[config.mk]
export PLATFORM = sky130hd
export DESIGN_NAME = spi_fifo_uart_tx
export DESIGN_NICKNAME = d
export VERILOG_FILES = /design/src/rtl/spi_uart_pkg.sv /design/src/rtl/uart_tx_byte.sv /design/src/rtl/spi_fifo_uart_tx.sv
export SDC_FILE = /design/constraint.sdc
export NUM_CORES = 1
export LEC_CHECK = 0
export CORE_MARGIN = 5
export CORE_UTILIZATION = 31
export DETAILED_ROUTE_END_ITERATION = 10
export RECOVER_POWER = 100
export SLEW_MARGIN = 10
export SYNTH_ARGS = -nofsm -noshare
export SYNTH_HDL_FRONTEND = slang
export SYNTH_SLANG_ARGS = --single-unit
[constraint.sdc]
create_clock -name clk -period 5.1 [get_ports clk]
set_clock_uncertainty 0.15 [all_clocks]
set_input_delay 1.275 -clock clk [delete_from_list [all_inputs] [get_ports clk]]
set_output_delay 1.275 -clock clk [all_outputs]
set_load 0.005 [all_outputs]
[src/rtl/spi_uart_pkg.sv]
// Shared types and constants for the SPI-FIFO-to-UART drain path.
package spi_uart_pkg;

    // One enum covers both levels: the top walks Idle/Pop/Load/Data,
    // the byte serializer walks Idle/Start/Data/Stop.
    typedef enum logic [2:0] {
        StIdle,
        StPop,
        StLoad,
        StStart,
        StData,
        StStop
    } tx_state_e;

    localparam int unsigned BYTES_PER_WORD    = 5;
    localparam logic [7:0]  SYNC_BYTE_DEFAULT = 8'hA5;
    localparam int unsigned BIT_CNT_W         = 3;
    localparam int unsigned BAUD_CNT_W        = 16;
    localparam int unsigned BYTE_IDX_W        = 3;

    // Index 0 is the sync header, 1..5 walk the word from its top byte down.
    function automatic logic [7:0] frame_byte(input logic [8*BYTES_PER_WORD-1:0] word,
                                              input logic [BYTE_IDX_W-1:0]       idx,
                                              input logic [7:0]                  sync_byte);
        logic [7:0] b;
        b = sync_byte;
        case (idx)
            3'd1:    b = word[39:32];
            3'd2:    b = word[31:24];
            3'd3:    b = word[23:16];
            3'd4:    b = word[15:8];
            3'd5:    b = word[7:0];
            default: b = sync_byte;
        endcase
        return b;
    endfunction

endpackage

[src/rtl/uart_tx_byte.sv]
// Serializes one byte as an 8N1 UART character. A start request arriving on
// the last stop-bit cycle chains the next character with no idle gap.
module uart_tx_byte
    import spi_uart_pkg::*;
#(
    parameter int unsigned CLK_DIV = 868
) (
    input  logic       clk,
    input  logic       rst,
    input  logic       start,
    input  logic [7:0] data,
    output logic       tx,
    output logic       done
);

    localparam logic [BAUD_CNT_W-1:0] BaudLast = BAUD_CNT_W'(CLK_DIV - 1);

    tx_state_e              state_q;
    logic [BAUD_CNT_W-1:0]  baud_q;
    logic [BIT_CNT_W-1:0]   bit_q;
    logic [7:0]             shift_q;
    logic                   tx_q;
    logic                   bit_end;

    assign bit_end = (baud_q == BaudLast);
    assign done    = (state_q == StStop) && bit_end;
    assign tx      = tx_q;

    // Character sequencer: start bit, 8 data bits LSB first, stop bit.
    always_ff @(posedge clk or negedge rst) begin
        if (!rst) begin
            state_q <= StIdle;
            baud_q  <= '0;
            bit_q   <= '0;
            shift_q <= '0;
            tx_q    <= 1'b1;
        end else if (start && (state_q == StIdle || done)) begin
            state_q <= StStart;
            baud_q  <= '0;
            bit_q   <= '0;
            shift_q <= data;
            tx_q    <= 1'b0;
        end else begin
            case (state_q)
                StStart: begin
                    if (bit_end) begin
                        state_q <= StData;
                        baud_q  <= '0;
                        tx_q    <= shift_q[0];
                        shift_q <= {1'b0, shift_q[7:1]};
                    end else begin
                        baud_q <= baud_q + BAUD_CNT_W'(1);
                    end
                end
                StData: begin
                    if (bit_end) begin
                        baud_q <= '0;
                        if (&bit_q) begin
                            state_q <= StStop;
                            tx_q    <= 1'b1;
                        end else begin
                            bit_q   <= bit_q + BIT_CNT_W'(1);
                            tx_q    <= shift_q[0];
                            shift_q <= {1'b0, shift_q[7:1]};
                        end
                    end else begin
                        baud_q <= baud_q + BAUD_CNT_W'(1);
                    end
                end
                StStop: begin
                    if (bit_end) begin
                        state_q <= StIdle;
                        baud_q  <= '0;
                    end else begin
                        baud_q <= baud_q + BAUD_CNT_W'(1);
                    end
                end
                default: begin
                    state_q <= StIdle;
                    baud_q  <= '0;
                    tx_q    <= 1'b1;
                end
            endcase
        end
    end

endmodule

[src/rtl/spi_fifo_uart_tx.sv]
// Drains the SPI result FIFO while enabled, sending each 40-bit word as one
// UART frame: optional sync byte followed by five payload bytes, MSB first.
module spi_fifo_uart_tx
    import spi_uart_pkg::*;
#(
    parameter int unsigned CLK_DIV   = 868,
    parameter int unsigned WORD_W    = 40,
    parameter bit          SYNC_EN   = 1'b1,
    parameter logic [7:0]  SYNC_BYTE = SYNC_BYTE_DEFAULT
) (
    input  logic              clk,
    input  logic              rst,
    input  logic              tx_en,
    input  logic              fifo_empty,
    input  logic [WORD_W-1:0] fifo_spi_out,
    output logic              rd_en_fifo_spi_out,
    output logic              uart_tx,
    output logic              busy,
    output logic [15:0]       frame_cnt
);

    localparam logic [BYTE_IDX_W-1:0] FirstIdx = SYNC_EN ? 3'd0 : 3'd1;
    localparam logic [BYTE_IDX_W-1:0] LastIdx  = BYTE_IDX_W'(BYTES_PER_WORD);

    // StData here means "frame bytes in flight"; the per-bit START/DATA/STOP
    // sequencing lives in uart_tx_byte.
    tx_state_e              state_q;
    logic [BYTE_IDX_W-1:0]  idx_q;
    logic [WORD_W-1:0]      word_q;
    logic                   rd_en_q;
    logic                   busy_q;
    logic [15:0]            frame_cnt_q;

    logic                   byte_start;
    logic [7:0]             byte_data;
    logic                   byte_done;

    // First byte is launched from LOAD using the FIFO data directly, since the
    // word register is only written at the end of that cycle.
    always_comb begin
        byte_start = 1'b0;
        byte_data  = SYNC_BYTE;
        if (state_q == StLoad) begin
            byte_start = 1'b1;
            byte_data  = frame_byte(fifo_spi_out, FirstIdx, SYNC_BYTE);
        end else if (state_q == StData && byte_done && idx_q != LastIdx) begin
            byte_start = 1'b1;
            byte_data  = frame_byte(word_q, idx_q + BYTE_IDX_W'(1), SYNC_BYTE);
        end
    end

    // Frame-level FSM: pop, load, step through bytes, count completed frames.
    always_ff @(posedge clk or negedge rst) begin
        if (!rst) begin
            state_q     <= StIdle;
            idx_q       <= '0;
            word_q      <= '0;
            rd_en_q     <= 1'b0;
            busy_q      <= 1'b0;
            frame_cnt_q <= '0;
        end else begin
            case (state_q)
                StIdle: begin
                    if (tx_en && !fifo_empty) begin
                        state_q <= StPop;
                        rd_en_q <= 1'b1;
                        busy_q  <= 1'b1;
                    end
                end
                StPop: begin
                    state_q <= StLoad;
                    rd_en_q <= 1'b0;
                end
                StLoad: begin
                    word_q  <= fifo_spi_out;
                    idx_q   <= FirstIdx;
                    state_q <= StData;
                end
                StData: begin
                    if (byte_done) begin
                        if (idx_q != LastIdx) begin
                            idx_q <= idx_q + BYTE_IDX_W'(1);
                        end else begin
                            state_q     <= StIdle;
                            busy_q      <= 1'b0;
                            frame_cnt_q <= frame_cnt_q + 16'd1;
                        end
                    end
                end
                default: begin
                    state_q <= StIdle;
                    rd_en_q <= 1'b0;
                    busy_q  <= 1'b0;
                end
            endcase
        end
    end

    uart_tx_byte #(
        .CLK_DIV (CLK_DIV)
    ) u_tx_byte (
        .clk   (clk),
        .rst   (rst),
        .start (byte_start),
        .data  (byte_data),
        .tx    (uart_tx),
        .done  (byte_done)
    );

    assign rd_en_fifo_spi_out = rd_en_q;
    assign busy               = busy_q;
    assign frame_cnt          = frame_cnt_q;

endmodule
Yosys cells after proc, flatten, opt, wreduce, memory -nomap -nowiden
Cells that the tools add are included.
W data, S select, Z words.
- logic and storage cells: 108
- bits in registers: 95
- eq/ne operators: 24
- bitwise logic cells: 3
- multiplexer cells: 40
- reduce and logical (&&, ||, !) cells: 26
- $add $sub $neg: 4
- operators with widths (cell ; number):
    $mux W16 ; 3
    $mux W8 ; 6
    $mux W3 ; 14
    $pmux W8 S5 ; 1
    $add A16 B1 Y16 const B ; 2
    $reduce_and A3 Y1 ; 6
    $eq A16 B10 Y1 const B ; 1
    $pmux W8 S2 ; 1
    $eq A3 B3 Y1 const B ; 5
    $eq A3 B2 Y1 const B ; 4
    $pmux W3 S4 ; 1
    $reduce_and A4 Y1 ; 3
    $mux W1 ; 9
    $ne A3 B1 Y1 const B ; 3
    $pmux W3 S3 ; 1
    $ne A2 B2 Y1 const B ; 4
    $add A3 B1 Y3 const B ; 2
    $eq A3 B1 Y1 const B ; 2
    $logic_not A3 Y1 ; 2
    $ne A3 B2 Y1 const B ; 2
    $pmux W1 S3 ; 2
    $pmux W3 S2 ; 1
    $reduce_bool A2 Y1 ; 3
    $logic_and A1 B1 Y1 ; 5
    other kinds (10) ; 14

Depth between registers and ports, before layout
- word-level depth: 9
- depth in mapped cells: 10
- mapped depth without buffers: 8

Hierarchy
From an unflattened synthesis, not the netlist that was laid out.
- cell total of the unflattened synthesis: 377
- area total of the unflattened synthesis: 4606.9 um^2
- modules (own cells, without submodules) (module ; cells an instance ; sequential area each (um^2) ; area each (um^2) ; times used):
    spi_fifo_uart_tx ; 230 ; 1601.5 ; 2997.9 ; 1
    uart_tx_byte ; 147 ; 777.0 ; 1609.0 ; 1

Least setup slack after synthesis
OpenSTA, ideal clock, no wires.
- kind: reg2reg
- start: register idx_q[0]
- end: register u_tx_byte.shift_q[1]
- slack: 2.898 ns
- setup time: 0.125 ns
- arrival: 1.927 ns
- required time: 4.825 ns
- period minus slack after synthesis: 2.202 ns
- stages on the path, launching flop included: 9
- path through: dfrtp_1 ha_1 xor2_1 buf_4 clkbuf_1 nor2_1 a21oi_1 o2bb2ai_1 mux2_2
- word-level cells in the longest chain between the ends: 7
- ends and longest elaborated chain (what ; line ; source):
    from (decl) ; spi_fifo_uart_tx.sv:28 ; logic [BYTE_IDX_W-1:0] idx_q;
    from (signal assigned) ; spi_fifo_uart_tx.sv:76 ; idx_q <= FirstIdx;
    from (signal assigned) ; spi_fifo_uart_tx.sv:82 ; idx_q <= idx_q + BYTE_IDX_W'(1);
    branches (longest 7 deep; another with $add A3 B1 Y3) ; -- ;
    to (signal assigned) ; uart_tx_byte.sv:41 ; shift_q <= data;
    to (signal assigned) ; uart_tx_byte.sv:50 ; shift_q <= {1'b0, shift_q[7:1]};
    to (signal assigned) ; uart_tx_byte.sv:64 ; shift_q <= {1'b0, shift_q[7:1]};
    to (decl) ; uart_tx_byte.sv:21 ; logic [7:0] shift_q;
Several ways; the timed one is not identified.
A chain may end at the register's enable or synchronous reset.

==> out/summary.txt <==
Num CTS Buffers: 9
vias in the first global route: 3305
Final Hold Fails: 0
Seq cells post-synth: 95
chip width: 131 microns
worst reg2reg setup slack: 2.16 ns
row cnt: 44
Mapped Cells: 398
first-pass GRT wire length: 16.5 mm
total power: 2.22 mW
Hold Buf Count CTS: 0
Initial Util: 31.5%
initial antenna violation count: 0
Final WS setup: 1.75 ns
critical path type: primary input to async pin
leakage power total: 2.39 nW
worst path buffer plus inverter count: 2
global-route usage over all layers: 11.5%
FILL cells: 1400
Worst setup EP type: async pin
antenna-violating nets left: 0
critical path, cell by cell: clkbuf_2 > clkbuf_1
net switching share of the total power: 25.3%
Startpoint Class: primary input
setup bufs post-CTS: 0
Clock Sinks: 95
worst-skew pair later-pin latency: 0.34 ns
combinational power share: 20.3%
unrepaired setup endpoints after global routing: false
area occupied by multi-input gates: 2040 sq um
FF-to-FF End: frame_cnt[7]
failing checks: max-capacitance violations, max-slew violations
Synth area leader: dfrtp_1
reg2reg start: u_tx_byte.baud_q[0]
Critical Path Stages: 2
Reg power frac: 48.8%
Int Pwr: 1.66 mW
routability cong.: 0.820
CP max FO: 76
most common cell after layout, fill and taps aside: dfrtp_1
CTS max path bufs: 2
layout cell share with drive strength beyond 1: 15.8%
Final Max Tran Viols: 94
Port Buffers: 62
non-filler cells, final: 646
Worst R2R Path Depth: 7
Final Instance Area: 5620 sq um
Fmax: 298 MHz
CTS tree: built
wire length per cell: 14.9 microns
H-tree depth: 3
DIE AREA: 17300 sq um
DRC: 0
clock network power share: 30.9%
number of flops mapped to enable cells by yosys: 0
first-pass iteration count of the detailed router: 5
Top Family by Delay on Critical Path: buffers and inverters
Max-Cap Viols: 2
power per cell area: 395 nW/um^2
Die Height: 131 microns
Mapped Nets: 451
CTS clk-pin slew, worst paths: 0.06 ns
YS warnings: 0
arrival time worst endpoint: 3.50 ns
synthesized cell area: 4560 sq um
clk root buf: clkbuf_16
slowest cell on the critical path: clkbuf_2
routed wire length: 9.63 mm
Register Area: 2380 sq um
I/O pin cnt: 63
DP Worst Slack: 2.27 ns
most frequent cells in the layout: dfrtp_1 (94), mux2_2 (49), clkdlybuf4s50_1 (41)
WHS: 0.312 ns
share of Yosys cell area claimed by the top area cell type: 51.5%
min-delay src: frame_cnt[15]
status: complete, but fails checks
largest net degree at the start of global routing: 77
Starting DRT DRC Count: 198
worst vdd ir: 166 uV
synthesis-to-layout area growth: 23.1%
Final min period: 3.35 ns
end of the critical path: word_q[25]
Post-DP HPWL: 6.92 mm
Yosys cell types: 54
Top FF cell, synth: dfrtp_1
n_diodes: 0
fin nets: 510
Final Util: 38.8%
DR vias: 3197
Worst EP required: 5.25 ns
setup_tns: 0 ns
final setup fails: 0
Final period util: 65.7%
sequential-to-total area share from yosys stat: 52.1%
Max-slew headroom: -25.6%
Worst Setup SP: rst
async set-reset flop share out of synthesis: 100%
Placeable Area: 14500 sq um
vias per inst: 4.95
Slew @ Worst Pin: 1.88 ns
dpl cells: 630
worst hold path type: register to register
max incr delay on CP: 1.32 ns
Mapped Avg Cell Area: 11.5 sq um
Remaining Overflow, GRT: 0
Psw: 0.561 mW
Area contributors post-synth: dfrtp_1 (52%), mux2_2 (12%), xor2_1 (3.1%), nor2_1 (2.8%), xnor2_1 (2.7%)
post-CTS sizing: 0
area post-placement: 5370 sq um
## routing by layer
| layer | global-route usage [%] | wire, microns | share of wire [%] |
|---|---|---|---|
| met5 | 0 | 0 | 0 |
| met3 | 3.17 | 377 | 3.9 |
| met1 | 14.4 | 4310 | 45 |
| met2 | 18.8 | 4760 | 49 |
| met4 | 4.34 | 183 | 1.9 |
## final cells by class
| class | instances | area share [%] |
|---|---|---|
| sequential | 95 | 42.3 |
| multi-input combinational | 280 | 36.4 |
| tap | 184 | 4.10 |
| timing repair buffer | 64 | 11.2 |
| inverter | 7 | 0.468 |
| clock buffer | 13 | 4.81 |
| clock inverter | 3 | 0.713 |
## cells in the mapped netlist (5+ instances only)
library cell	instances
dfrtp_1	94
o21ai_0	18
inv_1	7
nand2_1	24
nor3_1	6
nor2_1	34
a22oi_1	5
nand3_1	21
nor3b_1	6
clkbuf_1	6
mux2_2	49
a21oi_1	11
and3_1	8
xor2_1	16
ha_1	9
xnor2_1	14
## flip-flops by register name, indices dropped and copies added, names as in the netlist
register,count
word_q,40
frame_cnt,16
u_tx_byte.baud_q,16
u_tx_byte.shift_q,8
idx_q,3
state_q,3
u_tx_byte.bit_q,3
u_tx_byte.state_q,3
busy,1
rd_en_fifo_spi_out,1
u_tx_byte.tx,1
## worst min path at each step
stage	to	slack, ns	depth (start not counted)
finish	frame_cnt[15]	0.31	1
global placement	frame_cnt[15]	0.31	1
detailed placement	frame_cnt[15]	0.32	1
CTS	frame_cnt[15]	0.32	1
floorplan	u_tx_byte.shift_q[0]	0.30	2
global route	frame_cnt[15]	0.35	1
## kinds of logic after synthesis
| group | count (synthesis) | share of synthesized area (%) |
|---|---|---|
| multiplexers | 53 | 13.0 |
| AND/OR/NAND/NOR | 129 | 16.2 |
| buffers and inverters | 23 | 2.11 |
| flip-flops | 95 | 52.1 |
| AO/OA/AOI/OAI | 59 | 8.42 |
| XOR/XNOR | 30 | 5.76 |
| adder cells (fa/ha/maj) | 9 | 2.47 |
## power by group through the flow
stage | Combinational, mW | Sequential, mW | Clock [mW]
finish | 0.451 | 1.08 | 0.685
global route | 0.503 | 1.11 | 0.743
CTS | 0.464 | 1.08 | 0.710
detailed placement | 0.462 | 1.10 | 0
global placement | 0.449 | 1.09 | 0
floorplan | 0.355 | 1.05 | 0
Note: power is estimated with default switching activity, not from simulation.
